### config.mk
export PLATFORM = sky130hd
export DESIGN_NAME = adder_subtractor
export DESIGN_NICKNAME = d
export VERILOG_FILES = /design/src/rtl/addsub_pkg.sv /design/src/rtl/addsub_full_adder.sv /design/src/rtl/adder_subtractor.sv
export SDC_FILE = /design/constraint.sdc
export NUM_CORES = 1
export LEC_CHECK = 0
export CAP_MARGIN = 5
export CORE_AREA = 3 3 40 42
export DETAILED_ROUTE_END_ITERATION = 10
export DIE_AREA = 0 0 43 45
export GPL_TIMING_DRIVEN = 0
export PLACE_DENSITY = 0.71
export SETUP_SLACK_MARGIN = 0.02
export SLEW_MARGIN = 20
export SYNTH_ARGS = -nofsm -noshare
export SYNTH_HDL_FRONTEND = slang
export SYNTH_SLANG_ARGS = --single-unit
### constraint.sdc
create_clock -name clk -period 1 [get_ports clk]
set_input_delay 0.15 -clock clk [delete_from_list [all_inputs] [get_ports clk]]
set_output_delay 0.15 -clock clk [all_outputs]
set_load 0.02 [all_outputs]
### src/rtl/addsub_pkg.sv
// addsub_pkg: shared width default, mode encoding and overflow helper for adder_subtractor
package addsub_pkg;
   localparam int ADDSUB_DEFAULT_WIDTH = 4;
   typedef enum logic {ADDSUB_ADD = 1'b0, ADDSUB_SUB = 1'b1} addsub_mode_t;
   function automatic logic addsub_overflow(input logic carry_out, input logic carry_into_msb);
      return carry_out ^ carry_into_msb;
   endfunction
endpackage

### src/rtl/addsub_full_adder.sv
// addsub_full_adder: 1-bit full adder cell of the ripple-carry chain
module addsub_full_adder (
   input  logic a,
   input  logic b,
   input  logic cin,
   output logic s,
   output logic cout
);
   assign s    = a ^ b ^ cin;
   assign cout = (a & b) | (cin & (a ^ b));
endmodule

### src/rtl/adder_subtractor.sv
// adder_subtractor: registered ripple-carry add/subtract with C/V flags; ADDSUB_FLAGS_EN adds Z/N outputs
module adder_subtractor
   import addsub_pkg::*;
#(
   parameter int WIDTH = ADDSUB_DEFAULT_WIDTH
) (
   input  logic             clk,
   input  logic             rst_n,
   input  logic             in_valid,
   input  logic [WIDTH-1:0] A,
   input  logic [WIDTH-1:0] B,
   input  logic             M,
   output logic             out_valid,
   output logic [WIDTH-1:0] S,
   output logic             C,
   output logic             V
`ifdef ADDSUB_FLAGS_EN
   ,
   output logic             Z,
   output logic             N
`endif
);
   addsub_mode_t     mode;
   logic [WIDTH-1:0] bx;
   logic [WIDTH-1:0] sum;
   logic [WIDTH:0]   carry;

   assign mode     = addsub_mode_t'(M);
   assign bx       = B ^ {WIDTH{mode == ADDSUB_SUB}};
   assign carry[0] = (mode == ADDSUB_SUB);

   genvar i;
   generate
      for (i = 0; i < WIDTH; i++) begin : g_bit
         addsub_full_adder u_fa (
            .a    (A[i]),
            .b    (bx[i]),
            .cin  (carry[i]),
            .s    (sum[i]),
            .cout (carry[i+1])
         );
      end
   endgenerate

   // capture result and flags on accepted operations; hold them otherwise
   always_ff @(posedge clk or negedge rst_n) begin
      if (!rst_n) begin
         out_valid <= 1'b0;
         S         <= '0;
         C         <= 1'b0;
         V         <= 1'b0;
`ifdef ADDSUB_FLAGS_EN
         Z         <= 1'b0;
         N         <= 1'b0;
`endif
      end else begin
         out_valid <= in_valid;
         if (in_valid) begin
            S <= sum;
            C <= carry[WIDTH];
            V <= addsub_overflow(carry[WIDTH], carry[WIDTH-1]);
`ifdef ADDSUB_FLAGS_EN
            Z <= (sum == '0);
            N <= sum[WIDTH-1];
`endif
         end
      end
   end
endmodule

==> flow_summary.json <==
{
  "grt_use_total_pct": 8.51,
  "netlist-cell-type-count": 11,
  "status": "complete, but fails checks",
  "synthTopCellsByCount": "dfrtp_1 (7), inv_1 (4), mux2_4 (4)",
  "crit_end": "V$_DFFE_PN0P_",
  "worstPathRequired_ns": 1.13,
  "reg2reg_to": "S[3]$_DFFE_PN0P_",
  "clock_latency_ns": 0.25,
  "reg2regPathDepth": 2,
  "slew_viol_final": 0,
  "irDropWorstVdd_uv": 534,
  "crit_path_start_kind": "input port",
  "grt_pass1_vias": 273,
  "drv_cap": 0,
  "power.density_nw_per_um2": 1700,
  "grt_antenna_before_repair": 0,
  "avgViaCountPerCell": 4.08,
  "clockRootBuffer": "clkbuf_4",
  "synth.area.top_cells": "dfrtp_1 (44%), fa_1 (15%), mux2_4 (15%)",
  "n_antenna_cell": 0,
  "final_cells": 71,
  "setup_viol": 5,
  "vias": 290,
  "netlist_area_um2": 395,
  "start_util_pct": 30.8,
  "r2r_slack_ns": 0.10,
  "synth_top_area_cell": "dfrtp_1",
  "layout-drive-gt1-share_pct": 57.1,
  "hold_viol_final": 0,
  "final_cell_area_um2": 649,
  "cts_buffers": 3,
  "crit_path_end_kind": "register",
  "min_path_type": "input port to asynchronous set/reset pin",
  "grt_pass1_wl_um": 1120,
  "synthArstFlopShare_pct": 100,
  "period_minus_slack_ns": 1.81,
  "p_total_mw": 1.10,
  "die_x_um": 43,
  "min_period_over_period_pct": 181,
  "portBuffers": 18,
  "drc_errors": 0,
  "tightest_slew_ns": 0.309,
  "yosysTopAreaCellShare_pct": 44.3,
  "crit_type": "input port to register",
  "grt_overflow_total": 0,
  "syn_inst": 28,
  "finalClockSkew_ns": 0,
  "max_freq_ghz": 0.553,
  "nets": 72,
  "tritoncts": "yes",
  "drt_wl_total_um": 751,
  "synthesis.nets": 43,
  "ys_seq_elements": 7,
  "cts_buffer_depth": 2,
  "syn2layout_area_growth_pct": 64.2,
  "clk_transition_reported_paths_ns": 0.05,
  "cp-startpoint": "B[0]",
  "ys_warn_count": 0,
  "synth_seq_area_share_pct": 44.3,
  "failed_checks": "negative setup slack",
  "die_h_um": 45,
  "num_rows": 13,
  "crit_arrival_ns": 1.94,
  "fin_ws_ns": -0.807,
  "reg2reg_from": "S[3]$_DFFE_PN0P_",
  "synthMostInstantiatedCell": "dfrtp_1",
  "avgSynthCellArea_um2": 14.1,
  "synth_edf_count": 0,
  "drt_iter0_markers": 0,
  "synthFlopType": "dfrtp_1",
  "dp.cells": 61,
  "coreArea_um2": 1280,
  "ant_nets": 0,
  "postPlaceCellArea_um2": 606,
  "cts.sinks": 7,
  "io_pins": 19,
  "drtPass1Iterations": 1,
  "die_area_um2": 1940,
  "htreeDepth": 1,
  "grt_max_degree": 8,
  "crit_fanout": 2,
  "maxSlewHeadroom_pct": 79.4,
  "gp_congestion": 0.607,
  "grt_setup_unrepaired": "yes",
  "wire_per_inst_um": 10.6,
  "p_leak_nw": 0.315
}
flip-flops by register name (all words and copies together) (netlist names):
register and flops:
V 1, S 4, C 1, out_valid 1
how the worst min path moves through the flow:
stage / start / to / slack (ns) / depth (start not counted)
detailed placement: rst_n / S[2]$_DFFE_PN0P_ / 0.43 / 1
finish: rst_n / S[2]$_DFFE_PN0P_ / 0.16 / 1
floorplan: rst_n / C$_DFFE_PN0P_ / -0.15 / 0
CTS: rst_n / S[1]$_DFFE_PN0P_ / 0.16 / 1
global placement: rst_n / S[1]$_DFFE_PN0P_ / 0.42 / 1
global route: rst_n / S[1]$_DFFE_PN0P_ / 0.17 / 1
where the power goes:
part / switching, mW / leakage, nW / internal [mW]
Clock: 0.0951 / 0.0150 / 0.152
Sequential: 0.0360 / 0.0812 / 0.349
Combinational: 0.207 / 0.219 / 0.263
layout by cell type, fill, tap and decap left out:
cell	n
buf_8	1
a21oi_1	1
xnor2_1	3
clkbuf_4	3
buf_2	7
xor2_2	1
dfrtp_1	7
clkbuf_1	1
xor2_1	1
inv_2	2
buf_4	8
inv_1	2
mux2i_1	1
fa_2	3
clkdlybuf4s50_1	6
buf_6	2
dlygate4sd2_1	1
mux2_4	5
nor2_1	1
critical path: stages:
cell and delay, ns:
buf_8 0.10, mux2_4 0.30, fa_2 0.36, inv_2 0.07, fa_2 0.21, inv_2 0.04
fa_2 0.34, xnor2_1 0.13, mux2_4 0.25
area by class of cell:
class / count / area [um2]
plain buffers: 1 / 11.3
well taps: 15 / 18.8
repair buffers: 24 / 190
flip-flops and latches: 7 / 175
fillers: 140 / 636
multi-input cells: 16 / 213
clock buffers: 4 / 26.3
inverters: 4 / 15.0
repair_timing:
action                                  CTS  global route
hold endpoints to repair                  0             0
hold buffers                              0             0
pin swaps                                 5             3
resized for setup                        48             4
endpoints found under the setup margin   12             7
setup buffers                             2             4
stage by stage:
step                setup slack, ns  util (%)  TNS, ns  hold slack, ns
floorplan                    -0.906         -    -3.17          -0.146
global placement              -1.50      47.1    -6.72           0.424
detailed placement            -1.50      47.1    -6.79           0.426
CTS                          -0.841      48.0    -2.76           0.158
global route                 -0.857      50.5    -2.95           0.172
finish                       -0.807      50.5    -2.81           0.159
routing by layer:
layer  track usage (%)  routed length, um
met4              10.8                  0
met2              12.9                403
met1              8.98                284
met5                 0                  0
met3              1.59                 64
cells by family (layout without fill, tap and decap cells):
logic type	after synthesis	count (layout)	synth area share (%)
muxes	6	6	20.6
xor gates and xnor gates	5	5	11.1
AOI/OAI and AO/OA	1	1	1.26
buffers and inverters	5	33	6.64
and+or+nand+nor	1	1	0.948
adders and majority gates	3	3	15.2
DFF	7	7	44.3
Power figures use the tool's default switching activity.
